[src/rtl/snn_pkg.sv]
// Shared definitions for the spiking/quantised layer engines: FSM state
// encoding, default widths, address-width helper and activation clamp.
package snn_pkg;

  localparam int DEF_NUM_IN    = 784;
  localparam int DEF_NUM_OUT   = 32;
  localparam int DEF_IN_W      = 8;
  localparam int DEF_W_W       = 8;
  localparam int DEF_ACC_W     = 28;
  localparam int DEF_ACC_SHIFT = 7;
  localparam int DEF_OUT_W     = 8;

  typedef enum logic [2:0] {
    ST_IDLE,
    ST_RUN,
    ST_LAST,
    ST_WRITE,
    ST_DONE
  } state_t;

  // Address width for a RAM of the given depth; never narrower than one bit.
  function automatic int addr_w(input int depth);
    return (depth > 1) ? $clog2(depth) : 1;
  endfunction

  // Saturate a signed value into the unsigned range [0, 2^out_w-1].
  // out_w is expected to be at most 31.
  function automatic logic [31:0] clamp_act(input logic signed [63:0] i_v,
                                            input int out_w);
    logic signed [63:0] hi;
    hi = (64'sd1 <<< out_w) - 64'sd1;
    if (i_v < 64'sd0) return 32'd0;
    if (i_v > hi)     return hi[31:0];
    return i_v[31:0];
  endfunction

endpackage

[src/rtl/snn_act_clamp.sv]
// Activation stage: arithmetic right shift of the accumulator followed by a
// clamp into the unsigned output activation range. Purely combinational.
module snn_act_clamp
  import snn_pkg::*;
#(
  parameter int ACC_W     = DEF_ACC_W,
  parameter int OUT_W     = DEF_OUT_W,
  parameter int ACC_SHIFT = DEF_ACC_SHIFT
) (
  input  logic signed [ACC_W-1:0] i_acc,
  output logic        [OUT_W-1:0] o_act
);

  logic signed [ACC_W-1:0] w_shifted;
  logic signed [63:0]      w_wide;

  assign w_shifted = i_acc >>> ACC_SHIFT;
  assign w_wide    = 64'(w_shifted);
  assign o_act     = OUT_W'(clamp_act(w_wide, OUT_W));

endmodule

[src/rtl/snn_layer_mac.sv]
// Layer sequencer / MAC engine. Streams x[i] and w[n][i] out of two
// registered-read RAMs, accumulates the products per neuron and writes one
// clamped activation per neuron to the output RAM. One layer per start pulse.
module snn_layer_mac
  import snn_pkg::*;
#(
  parameter int NUM_IN    = DEF_NUM_IN,
  parameter int NUM_OUT   = DEF_NUM_OUT,
  parameter int IN_W      = DEF_IN_W,
  parameter int W_W       = DEF_W_W,
  parameter int ACC_W     = DEF_ACC_W,
  parameter int ACC_SHIFT = DEF_ACC_SHIFT,
  parameter int OUT_W     = DEF_OUT_W,
  parameter int IN_AW     = addr_w(NUM_IN),
  parameter int W_AW      = addr_w(NUM_IN * NUM_OUT),
  parameter int OUT_AW    = addr_w(NUM_OUT)
) (
  input  logic              clk,
  input  logic              rst,
  input  logic              start,
  output logic              busy,
  output logic              done,
  output logic [IN_AW-1:0]  in_addr,
  input  logic [IN_W-1:0]   in_q,
  output logic [W_AW-1:0]   w_addr,
  input  logic [W_W-1:0]    w_q,
  output logic [OUT_AW-1:0] out_addr,
  output logic [OUT_W-1:0]  out_data,
  output logic              out_we
);

  localparam int PROD_W = IN_W + W_W + 1;
  localparam logic [IN_AW-1:0]  I_LAST = IN_AW'(NUM_IN - 1);
  localparam logic [OUT_AW-1:0] N_LAST = OUT_AW'(NUM_OUT - 1);

  state_t                  r_state;
  state_t                  w_state_next;
  logic [IN_AW-1:0]        r_i;
  logic [W_AW-1:0]         r_widx;
  logic [OUT_AW-1:0]       r_n;
  logic signed [ACC_W-1:0] r_acc;
  logic                    r_valid;   // RAM data for an issued address arrives this cycle
  logic [OUT_W-1:0]        r_out_data;

  logic signed [PROD_W-1:0] w_x_ext;
  logic signed [PROD_W-1:0] w_w_ext;
  logic signed [PROD_W-1:0] w_prod;
  logic signed [ACC_W-1:0]  w_prod_ext;
  logic signed [ACC_W-1:0]  w_acc_next;
  logic [OUT_W-1:0]         w_act;
  logic                     w_last_issue;

  // Activation is unsigned, weight two's complement; both are widened to the
  // full product width so the multiply is exact in a signed context.
  assign w_x_ext      = {{(W_W + 1){1'b0}}, in_q};
  assign w_w_ext      = {{(IN_W + 1){w_q[W_W-1]}}, w_q};
  assign w_prod       = w_x_ext * w_w_ext;
  assign w_prod_ext   = ACC_W'(w_prod);
  assign w_acc_next   = r_acc + w_prod_ext;
  assign w_last_issue = (r_i == I_LAST);

  // The final product lands in LAST, so the clamp sees the completed sum and
  // the result is captured into r_out_data for the WRITE cycle.
  snn_act_clamp #(
    .ACC_W    (ACC_W),
    .OUT_W    (OUT_W),
    .ACC_SHIFT(ACC_SHIFT)
  ) u_act_clamp (
    .i_acc(w_acc_next),
    .o_act(w_act)
  );

  // Next-state decode for the layer sequencer.
  always_comb begin
    // NOTE: default first so every path assigns w_state_next; no latch.
    w_state_next = r_state;
    unique case (r_state)
      ST_IDLE:  if (start) w_state_next = ST_RUN;
      ST_RUN:   if (w_last_issue) w_state_next = ST_LAST;
      ST_LAST:  w_state_next = ST_WRITE;
      ST_WRITE: w_state_next = (r_n == N_LAST) ? ST_DONE : ST_RUN;
      ST_DONE:  w_state_next = ST_IDLE;
      default:  w_state_next = ST_IDLE;
    endcase
  end

  // State register, address counters, accumulator and output data register.
  always_ff @(posedge clk) begin
    if (rst) begin
      // NOTE: non-blocking assignments for all sequential state so every
      // register samples pre-edge values regardless of statement order.
      r_state    <= ST_IDLE;
      r_i        <= '0;
      r_widx     <= '0;
      r_n        <= '0;
      r_acc      <= '0;
      r_valid    <= 1'b0;
      r_out_data <= '0;
    end else begin
      r_state <= w_state_next;
      r_valid <= (r_state == ST_RUN);
      unique case (r_state)
        ST_IDLE: begin
          if (start) begin
            r_i    <= '0;
            r_widx <= '0;
            r_n    <= '0;
            r_acc  <= '0;
          end
        end
        ST_RUN: begin
          // Addresses hold on the last issue so they stay put through LAST/WRITE.
          if (!w_last_issue) begin
            r_i    <= r_i + IN_AW'(1);
            r_widx <= r_widx + W_AW'(1);
          end
          if (r_valid) r_acc <= w_acc_next;
        end
        ST_LAST: begin
          r_acc      <= w_acc_next;
          r_out_data <= w_act;
        end
        ST_WRITE: begin
          r_acc <= '0;
          if (r_n != N_LAST) begin
            r_n    <= r_n + OUT_AW'(1);
            r_i    <= '0;
            r_widx <= r_widx + W_AW'(1);
          end
        end
        ST_DONE: begin
          r_widx <= '0;
        end
        default: begin
          r_acc <= '0;
        end
      endcase
    end
  end

  assign busy     = (r_state != ST_IDLE);
  assign done     = (r_state == ST_DONE);
  assign out_we   = (r_state == ST_WRITE);
  assign out_addr = r_n;
  assign out_data = r_out_data;
  assign in_addr  = r_i;
  assign w_addr   = r_widx;

endmodule

[config.mk]
export PLATFORM = sky130hd
export DESIGN_NAME = snn_layer_mac
export DESIGN_NICKNAME = d
export VERILOG_FILES = /design/src/rtl/snn_pkg.sv /design/src/rtl/snn_act_clamp.sv /design/src/rtl/snn_layer_mac.sv
export SDC_FILE = /design/constraint.sdc
export NUM_CORES = 1
export LEC_CHECK = 0
export CAP_MARGIN = 40
export CELL_PAD_IN_SITES_DETAIL_PLACEMENT = 1
export CELL_PAD_IN_SITES_GLOBAL_PLACEMENT = 2
export CORE_ASPECT_RATIO = 1.2
export CORE_MARGIN = 5
export CORE_UTILIZATION = 37
export DETAILED_ROUTE_END_ITERATION = 6
export GPL_TIMING_DRIVEN = 0
export MAX_ROUTING_LAYER = met4
export PLACE_DENSITY = 0.82
export SLEW_MARGIN = 20
export SYNTH_ARGS = -nofsm -noshare
export SYNTH_HDL_FRONTEND = slang
export SYNTH_SLANG_ARGS = --single-unit
[constraint.sdc]
create_clock -name clk -period 9.1 [get_ports clk]
set_clock_uncertainty 0.2 [all_clocks]
set_input_delay 1.365 -clock clk [delete_from_list [all_inputs] [get_ports clk]]
set_output_delay 1.365 -clock clk [all_outputs]
set_load 0.1 [all_outputs]
# [Word level (Yosys, flattened, before mapping)]
# Index checks and enable logic that the tools add are counted.
# Widths: inputs -> output; s select.
[word_totals] register_bits=70 out_inout_bits=41 word_cells=62
[classes] add_sub_neg=4 n_mul=1 order_cmp=2 n_eq_ne=12 mux=25 n_bitwise=1 reduce_logical=10
[ops] cell="$pmux 28 s4" n=1
[ops] cell="$pmux 15 s4" n=1
[ops] cell="$mux 28" n=2
[ops] cell="$mux 15" n=3
[ops] cell="$mux 8" n=4
[ops] cell="$mux 10" n=3
[ops] cell="$pmux 10 s3" n=1
[ops] cell="$add 28x17->28" n=1
[ops] cell="$gt 21x9->1 const B" n=1
[ops] cell="$lt 21x1->1 const B" n=1
[ops] cell="$mul 9x8->17" n=1
[ops] cell="$add 15x1->15 const B" n=1
[ops] cell="$pmux 3 s4" n=1
[ops] cell="$add 10x1->10 const B" n=1
[ops] cell="$eq 10x10->1 const B" n=1
[ops] cell="$mux 5" n=2
[ops] cell="$pmux 5 s2" n=1
[ops] cell="$mux 3" n=3
[ops] cell="$ne 2x2->1 const B" n=4
[ops] cell="$reduce_and 4->1" n=2
[ops] cell="$eq 3x2->1 const B" n=2
[ops] cell="$reduce_and 3->1" n=2
[ops] cell="$reduce_bool 3->1" n=2
[ops] cell="$add 5x1->5 const B" n=1
[ops] cell="other kinds (11)" n=13

# [Depth between registers and ports, before layout]
[logic_depth] depth_word=7 mapped_depth=21 mapped_depth_nobuf=20

# [Cells and area by module]
# A second synthesis with hierarchy kept.
[unflattened] hier_cells=740 hier_area_um2=6602.6
[by_module_without_submodules] module="snn_layer_mac" instances=1 cells_each=717 area_per_inst_um2=6413.7
[by_module_without_submodules] module="snn_act_clamp" instances=1 cells_each=23 area_per_inst_um2=188.9

# [Worst setup path before layout]
# No wires, ideal clock.
[synth_path] kind="input to register" from="input w_q[7]" to="register r_out_data[0], in the netlist out_data[0]" setup_ns=0.151 t_arrival_ns=6.539 path_slack_ns=2.209 stages=18 path_buffers=0 cell_sequence="inv_1 > nor2_1 > fa_1 > fa_1 > inv_1 > fa_1 > inv_1 > fa_1 > ha_1 > ha_1 > a21oi_1 > o21ai_0 > a311oi_1 > nand2_1 > or4_1 > a311o_1 > nor4_4 > a32oi_1"
[synth_via] elab_chain_cells=7
[synth_lines] item="start: declaration" line="snn_layer_mac.sv:26" rtl="input logic [W_W-1:0] w_q,"
[synth_lines] item="$mul 9x8->17 (*)" line="snn_layer_mac.sv:57" rtl="assign w_prod = w_x_ext * w_w_ext;"
[synth_lines] item="$add 28x17->28 (*)" line="snn_layer_mac.sv:59" rtl="assign w_acc_next = r_acc + w_prod_ext;"
[synth_lines] item="$gt 21x9->1" line="snn_pkg.sv:33" rtl="if (i_v > hi) return hi[31:0];"
[synth_lines] item="$mux 1 (2 in series)" line="snn_pkg.sv:33"
[synth_lines] item="$mux 8" line="snn_pkg.sv:34" rtl="return i_v[31:0];"
[synth_lines] item="$mux 8 (*)" line="snn_pkg.sv:33"
[synth_lines] item="end signal: assignment" line="snn_layer_mac.sv:121" rtl="r_out_data <= w_act;"
[synth_lines] item="end: declaration" line="snn_layer_mac.sv:43" rtl="logic [OUT_W-1:0] r_out_data;"
# Mark *: on every way between the ends. The rest lies on a longest branch, timed or not. The select of a mux whose other input is x is not followed.
# A chain may end at the register's enable or synchronous reset.

# [Worst setup path in the final report]
[layout_path] from="input w_q[7]" to="register r_out_data[1], in the netlist out_data[1]"
# The elaborated chain is that of the path after synthesis.

==> results_dict.tcl <==
set metrics [dict create \
    initial_utilization 0.373 \
    syn_avg_cell_area_um2 8.62 \
    ys_seq_area_frac 0.207 \
    die_w_um 133 \
    synth_cell_type_count 61 \
    grt_first_pass_wirelength_mm 33.3 \
    cp-start-kind "input pin" \
    cp-end-kind "flop" \
    yosysWarnings 0 \
    hold_violations 0 \
    placed_cell_area_um2 8250 \
    layout-drive-gt1-share 0.0801 \
    fin_crit_sh 0.861 \
    synth-main-ff-cell "dfxtp_1" \
    netlist_area_um2 6760 \
    clock_latency_ps 330 \
    yosysMostFrequentCell "ha_1" \
    syn_nets 950 \
    grtUsageTotal 0.199 \
    place_ws_ps 190 \
    htree_num_levels 3 \
    cts_hold_buf 0 \
    vdd_drop_max_uv 185 \
    final.setup.worst_slack_ps 1260 \
    async_reset_ff_frac 0 \
    slew_headroom 0.461 \
    cp_max_fo 8 \
    overflow 0 \
    hp-class "reg2reg" \
    path_buf_inv 4 \
    yosys-top-cells-area "dfxtp_1 21%, ha_1 18%, fa_1 15%, inv_1 4.5%, nor2_1 4.2%" \
    layout.nets 1060 \
    io_pins 60 \
    root_buffer "clkbuf_16" \
    cts_tree "yes" \
    drt_first_pass_iters 5 \
    yosys.area.top_type "dfxtp_1" \
    post_cts_buffers 0 \
    arrival_ps 7820 \
    slew_violations 0 \
    dieHeight_um 158 \
    finalInstanceArea_um2 8600 \
    cts.sinks 70 \
    crit_required_ps 9080 \
    max_stage_delay_ps 610 \
    grt_start_max_net_pins 17 \
    io_buffers 56 \
    clock_path_buffers 2 \
    cts_inserted_buffers 9 \
    antenna_found_initial 0 \
    core-area_um2 18100 \
    gp_congestion 0.858 \
    wl_per_cell_um 17.7 \
    leakage_nw 3.92 \
    fin_cells 1123 \
    finalSetupViolCount 0 \
    route.detailed.drc 0 \
    vias 6062 \
    rsz0062_at_grt "false" \
    status "finished clean" \
    crit_chain "clkdlybuf4s50_1 > inv_1 > nor2_1 > fa_1 > fa_1 > inv_1 > fa_1 > inv_1 > fa_1 > ha_1 > ha_1 > a21oi_1 > o21ai_0 > a311oi_1 > nand2_1 > or4_1 > a311o_1 > nor4_4 > a32oi_1" \
    ys_top_cells_by_count "96 x ha_1, 81 x inv_1, 75 x nor2_1, 74 x nand2_1, 70 x dfxtp_1" \
    row_count 54 \
    diodes 0 \
    grt_pass1_vias 6625 \
    crit_slowest_cell "clkdlybuf4s50_1" \
    critical_path_class "in2reg" \
    cpLargestDelayFamily "adder cells" \
    syn_to_final_growth_pct 27.2 \
    tns_ps 0 \
    pwr_density_cell_nw_per_um2 240 \
    synth_edf_count 0 \
    clock.fmax_mhz 128 \
    post_cts_resized 0 \
    yosysTopAreaCellShare 0.207 \
    wl_mm 19.8 \
    ant_nets 0 \
    path_clk_slew_ps 60 \
    dp_hpwl_mm 16.5 \
    max_cap_viol_count 0 \
    drt_first_iter_violations 218 \
    fp.dieArea_um2 21100 \
    ys_ff_latch 70 \
    post-place-cells 1105 \
    worst_pin_slew_ps 806 \
    syn_inst 784 \
    vias_per_cell 5.40 \
    crit_path_frequent_cell "fa_1" \
    fin_crit_ps 7840 \
]
layout make-up:
class / count / area (um2)
Fill cell: 2096 / 9510
Sequential cell: 70 / 1400
Buffer: 24 / 91.3
Timing Repair Buffer: 99 / 1240
Inverter: 81 / 304
Multi-Input combinational cell: 609 / 4960
Clock inverter: 6 / 85.1
Tap cell: 224 / 280
Clock buffer: 10 / 239
report_power, final:
part	total [mW]	switching [mW]	internal, mW	leakage, nW
registers	0.363	0.0266	0.336	0.567
logic	1.32	0.810	0.509	3.19
clock network	0.382	0.136	0.246	0.154
stage by stage:
stage | power (mW) | utilization | hold slack (ps)
after floorplan | 1.34 | - | 232
final | 2.06 | 0.475 | 263
after global routing | 2.28 | 0.475 | 287
after CTS | 2.09 | 0.474 | 262
after global placement | 1.64 | 0.420 | 241
after detailed placement | 1.70 | 0.456 | 254
worst paths after layout:
kind / from / endpoint / slack (ps) / depth (start not counted)
max: w_q[7] / out_data[1] / 1260 / 19
min: r_acc[3] / r_acc[3] / 260 / 2
max reg2reg: r_acc[6] / out_data[1] / 2920 / 18
min reg2reg: r_acc[3] / r_acc[3] / 260 / 2
layout by cell type, fill, tap and decap left out, types with 4 or more instances in the layout:
cell type,netlist,layout
xnor2_1,16,16
inv_1,81,81
a22oi_1,20,20
o21a_1,5,5
and3_1,7,7
clkdlybuf4s50_1,0,56
fa_1,51,51
o211ai_1,4,4
xor2_1,24,24
nor4_1,4,4
a21oi_1,41,41
nand2b_1,7,7
nand2_1,74,74
a211oi_1,5,5
ha_1,96,96
clkbuf_16,0,9
and2_1,32,32
a32oi_1,9,9
o21ai_0,15,15
buf_8,0,39
nor3_1,17,17
dfxtp_1,70,70
nand3_1,15,15
nor2b_1,5,5
a21o_1,11,11
nand4_1,13,13
nor2_1,75,75
clkbuf_1,22,22
cells by family after synthesis:
kind of cell	after synthesis	share of synthesized area
xor gates and xnor gates	40	0.0518
muxes	4	0.00611
DFF	70	0.207
and+or+nand+nor	272	0.199
adders and majority gates	147	0.329
buffers and inverters	105	0.0585
AOI/OAI and AO/OA	146	0.149
sequential cells by signal, summed over array words and instances, names as in the netlist:
name / count
r_acc: 28
w_addr: 15
in_addr: 10
out_data: 8
out_addr: 5
r_state: 3
r_valid: 1
worst register-to-register path, stage by stage, from the launching register on:
cell and delay [ps]:
dfxtp_1 340, inv_1 80, fa_1 540, inv_1 50, fa_1 490, inv_1 50, fa_1 470, inv_1 60
fa_1 440, fa_1 440, ha_1 370, o211a_1 230, o31a_1 180, o21ai_1 270, nand2_1 220, or4_1 560
a311o_1 360, nor4_4 480, a32oi_1 190
per-layer routing:
metal	track usage	vias to the layer above	part of all wire
met4	0.0431	0	0.015
met1	0.224	3016	0.41
met5	-	-	0
met2	0.377	86	0.55
li1	-	2936	-
met3	0.0270	24	0.028
(Power assumes the default switching activity.)
==> patch 1 (same flow settings) <==
Register the outputs `busy`, `done` and `out_we`, with the module's reset; this adds one clock of latency there. The other outputs are not delayed to match.
--- a/src/rtl/snn_layer_mac.sv
+++ b/src/rtl/snn_layer_mac.sv
@@ -139,7 +139,15 @@
   end
 
-  assign busy     = (r_state != ST_IDLE);
-  assign done     = (r_state == ST_DONE);
-  assign out_we   = (r_state == ST_WRITE);
+  always_ff @(posedge clk) begin
+    if (rst) begin
+      busy   <= '0;
+      done   <= '0;
+      out_we <= '0;
+    end else begin
+      busy   <= (r_state != ST_IDLE);
+      done   <= (r_state == ST_DONE);
+      out_we <= (r_state == ST_WRITE);
+    end
+  end
   assign out_addr = r_n;
   assign out_data = r_out_data;
Function: changed (a bounded check fails within 4 cycles, from zero or initial values and one cycle with rst high).
==> patch 1 against the unedited design <==
- register-to-register slack improved by 0.17 ns
- routed wire length decreased by 2.1%
- via count decreased by 4.4%
- sequential cell count increased by 3
- hold slack improved by 0.0045 ns
- largest cell class unchanged
- design area decreased by 1.4%
- global-route usage about the same
- synthesized area decreased by 0.93%
- fmax increased by 1.4%
- highest routed layer unchanged
- total power decreased by 5.9%
- setup slack improved by 0.11 ns
==> patch 1: results (changes against the unedited design) <==
[synth]
syn_nets=921  ; was 950
ys_seq_area_share_pct=21.8  ; was 20.7%
synth_common_cells=ha_1 (96), dfxtp_1 (73), inv_1 (73), nand2_1 (69), nor2_1 (64)  ; was ha_1 (96), inv_1 (81), nor2_1 (75), nand2_1 (74), dfxtp_1 (70)
ys_types=63  ; was 61
synth_top_area_share_pct=21.8  ; was 20.7%
syn_avg_cell_area_um2=8.87  ; was 8.62 um2
synth_adder_area_share_pct=33.2  ; was 32.9%
netlist_top_cells_area=dfxtp_1 (22%), ha_1 (18%), fa_1 (15%)  ; was dfxtp_1 (21%), ha_1 (18%), fa_1 (15%)
synth_xor_area_share_pct=5.62  ; was 5.18%

[layout]
multi_input_gates=587  ; was 609
bufAreaShareNonClock_pct=15.1  ; was 15.4%
seq_share_pct=17.2  ; was 16.3%
multi_input_area_um2=4880  ; was 4960 um2
fin_nets=1031  ; was 1060
n_all_buffers=121  ; was 123
inverters=73  ; was 81
clkbuf_count=9  ; was 10
clkCellAreaFrac_pct=3.62  ; was 3.77%
fillerInstances=2098  ; was 2096
finalInstanceArea_um2=8480  ; was 8600 um2

[drt]
met3_wirelength_um=516  ; was 562 um
drt_pass1_iterations=4  ; was 5
wl_met1_um=8010  ; was 8080 um
via_per_inst=5.30  ; was 5.40
drt_iter0_drc=189  ; was 218
vias=5793  ; was 6062
wl_met2_um=10600  ; was 10900 um

[global_routing]
use_met1_pct=22.1  ; was 22.4%
grt_usage_pct=20.0  ; was 19.9%
grt_pass1_vias=6540  ; was 6625
grt_pass1_wl_um=33000  ; was 33300 um
grt_util_met3_pct=3.13  ; was 2.70%
use_met2_pct=37.4  ; was 37.7%

[power_and_ir_drop]
comb_power_share_pct=61.6  ; was 63.9%
p_leak_nw=3.80  ; was 3.92 nW
peakVddDrop_uv=165  ; was 185 uV
p_sw_w=0.000914  ; was 0.000973 W

[timing]
worst_slew_pin_slew_ns=0.816  ; was 0.806 ns

[worst_setup_path]
worstPathArrival_ns=7.73  ; was 7.82 ns
critPathMaxStageDelay_ns=0.76  ; was 0.61 ns

[placed_design]
placedCellCount=1076  ; was 1105
dpl_cell_area_um2=8150  ; was 8250 um2
place_ws_ns=0.518  ; was 0.190 ns
dp_hpwl_um=15900  ; was 16500 um
io_buffers=56  ; unchanged

[clock_tree]
clock_sinks=73  ; was 70
clock_path_buffers=2  ; unchanged

[status]
status=complete, no violations  ; unchanged

-- patch 1: cell count changes after synthesis, moves of 5 or more --
cell,change
nor3_1,-7
clkbuf_1,-5
a32oi_1,-9
nor2_1,-11
inv_1,-8
nand2_1,-5
o21ai_0,+10
-- patch 1: worst max-delay path, delay by kind of cell --
kind | cells | cell delay [ns]
AND/OR/NAND/NOR | 5 | 1.71
AO/OA/AOI/OAI | 3 | 0.47
XOR/XNOR | 1 | 0.15
buffers and inverters | 5 | 1.35
adder cells (fa/ha/maj) | 6 | 2.69
-- patch 1: path summary, 6_finish.rpt --
check                start     endpoint  slack, ns  depth (start not counted)
setup reg to reg  r_acc[4]  out_data[2]       3.09                         21
hold reg to reg   r_acc[0]     r_acc[0]       0.27                          2
setup / recovery    w_q[7]  out_data[1]       1.37                         20
hold / removal    r_acc[0]     r_acc[0]       0.27                          2
==> patch 2 (config.mk and constraints unchanged) <==
Made on the original files. Set the package constant `DEF_W_W` to 7 (it was 8).
--- a/src/rtl/snn_pkg.sv
+++ b/src/rtl/snn_pkg.sv
@@ -6,5 +6,5 @@
   localparam int DEF_NUM_OUT   = 32;
   localparam int DEF_IN_W      = 8;
-  localparam int DEF_W_W       = 8;
+  localparam int DEF_W_W       = 7;
   localparam int DEF_ACC_W     = 28;
   localparam int DEF_ACC_SHIFT = 7;
Interface: changed (resized w_q); port bits go from 60 to 59. The function was not compared with the original's and may differ.
==> patch 2 against the unedited design <==
- routed wire length down 5.6%
- total power down 19%
- design area down 3.6%
- synthesized area decreased by 3.7%
- sequential cell count unchanged
- setup slack improved by 0.38 ns
- fmax rose by 5.2%
- register-to-register slack better by 0.59 ns
- critical endpoint is now out_data[0]
- largest cell class unchanged
- highest routed layer unchanged
==> patch 2: results (changes against the unedited design) <==
[layout]
fillerInstances=2037  ; was 2096
drive_gt1_share_pct=11.1  ; was 8.01%
fin_nets=1008  ; was 1060

[worst_setup_path]
worstPathArrival_ns=7.43  ; was 7.82 ns
crit_path_max_fanout=15  ; was 8
crit_slowest_cell=clkdlybuf4s50_1  ; unchanged
rrSetupSlack_ns=3.51  ; was 2.92 ns
critPathMaxStageDelay_ns=0.76  ; was 0.61 ns
ff2ff_path_depth=17  ; was 18
crit_family=adder cells  ; unchanged
rr_endpoint=out_data[0]  ; was out_data[1]

[synth]
syn_nets=898  ; was 950
netlist_top_cells_area=dfxtp_1 (22%), ha_1 (15%), fa_1 (14%)  ; was dfxtp_1 (21%), ha_1 (18%), fa_1 (15%)
ys_types=71  ; was 61
synth_compound_area_share_pct=16.7  ; was 14.9%
synth_top_area_share_pct=21.5  ; was 20.7%
synth_common_cells=inv_1 (86), ha_1 (79), dfxtp_1 (70), nor2_1 (67), nand2_1 (66)  ; was ha_1 (96), inv_1 (81), nor2_1 (75), nand2_1 (74), dfxtp_1 (70)
ys_seq_area_share_pct=21.5  ; was 20.7%
syn_avg_cell_area_um2=8.60  ; was 8.62 um2
synthMuxAreaShare_pct=0.308  ; was 0.611%
synth_xor_area_share_pct=6.17  ; was 5.18%
synth_adder_area_share_pct=28.7  ; was 32.9%

[drt]
wirelength_um=18700  ; was 19800 um
drt_pass1_iterations=4  ; was 5
via_per_inst=5.21  ; was 5.40
vias=5693  ; was 6062
drt_iter0_drc=111  ; was 218

[placed_design]
placedCellCount=1076  ; was 1105
place_congestion=0.860  ; was 0.858

[global_routing]
grt_usage_pct=19.9  ; about the same
grt_pass1_wl_um=31800  ; was 33300 um
grt_max_degree=16  ; was 17
grt_pass1_vias=6280  ; was 6625

[timing]
whs_ns=0.267  ; was 0.263 ns
worst_slew_pin_slew_ns=0.907  ; was 0.806 ns

[min_path]
hold_end=r_acc[0]  ; was r_acc[3]
hp-start=r_acc[0]  ; was r_acc[3]

[power_and_ir_drop]
p_leak_nw=3.68  ; was 3.92 nW
peakVddDrop_uv=103  ; was 185 uV

[status]
status=complete, no violations  ; unchanged

==> patch 2: changes by cell type after synthesis, sizes merged, moves of 4 or more <==
cell	change
a32oi	-8
and3	+4
o21ai	+7
fa	-7
inv	+6
nor3	-5
a221oi	+9
buf	+9
clkbuf	-8
nand2	-7
nor2b	+4
nor2	-8
ha	-17
a21o	-4
==> patch 2: through the flow <==
step                worst slack (ns)  instance area (um2)
CTS                             1.55                 8290
finish                          1.65                 8290
floorplan                       2.91                 6510
detailed placement              1.23                 7980
global placement                1.05                 7350
global route                    1.22                 8290
==> patch 2: metal layers <==
layer  vias to the layer above  part of all wire (%)  GRT usage, %
met3                        21                   2.2          2.27
met1                      2811                    42          23.5
li1                       2803                     -             -
met5                         -                     0             -
met4                         0                   1.8          4.80
met2                        58                    54          35.8
==> patch 2: worst min-delay path, stage by stage, from the launching register on <==
cell,delay (ns)
dfxtp_1,0.31
nand2_1,0.06
a21oi_1,0.05
==> patch 2: how the worst max path moves through the flow <==
stage | to | slack, ns | startpoint | depth (start not counted)
after floorplan | out_data[0] | 2.91 | in_q[0] | 17
after global placement | out_data[0] | 1.05 | w_q[6] | 18
after detailed placement | out_data[0] | 1.23 | w_q[6] | 19
after CTS | out_data[0] | 1.55 | w_q[6] | 19
after global routing | out_data[0] | 1.22 | w_q[6] | 18
final | out_data[0] | 1.65 | w_q[6] | 19
==> patch 2: cell type report <==
type | count | area (um2) | area share, %
Timing Repair Buffer | 99 | 1200 | 14.5
Inverter | 87 | 327 | 3.94
Clock inverter | 6 | 68.8 | 0.830
Clock buffer | 10 | 239 | 2.88
Sequential cell | 70 | 1400 | 16.9
Multi-Input combinational cell | 575 | 4660 | 56.2
Tap cell | 220 | 275 | 3.32
Buffer | 25 | 120 | 1.45
==> patch 2: where the power goes <==
part           switching, W  internal (W)
Sequential        0.0000164      0.000329
Clock              0.000148      0.000221
Combinational      0.000602      0.000357
Total              0.000767      0.000907
==> patch 2: cells by family after synthesis <==
kind of cell             Yosys count
buffers and inverters            112
AO/OA/AOI/OAI                    149
AND/OR/NAND/NOR                  256
flip-flops                        70
XOR/XNOR                          45
multiplexers                       2
adder cells (fa/ha/maj)          123
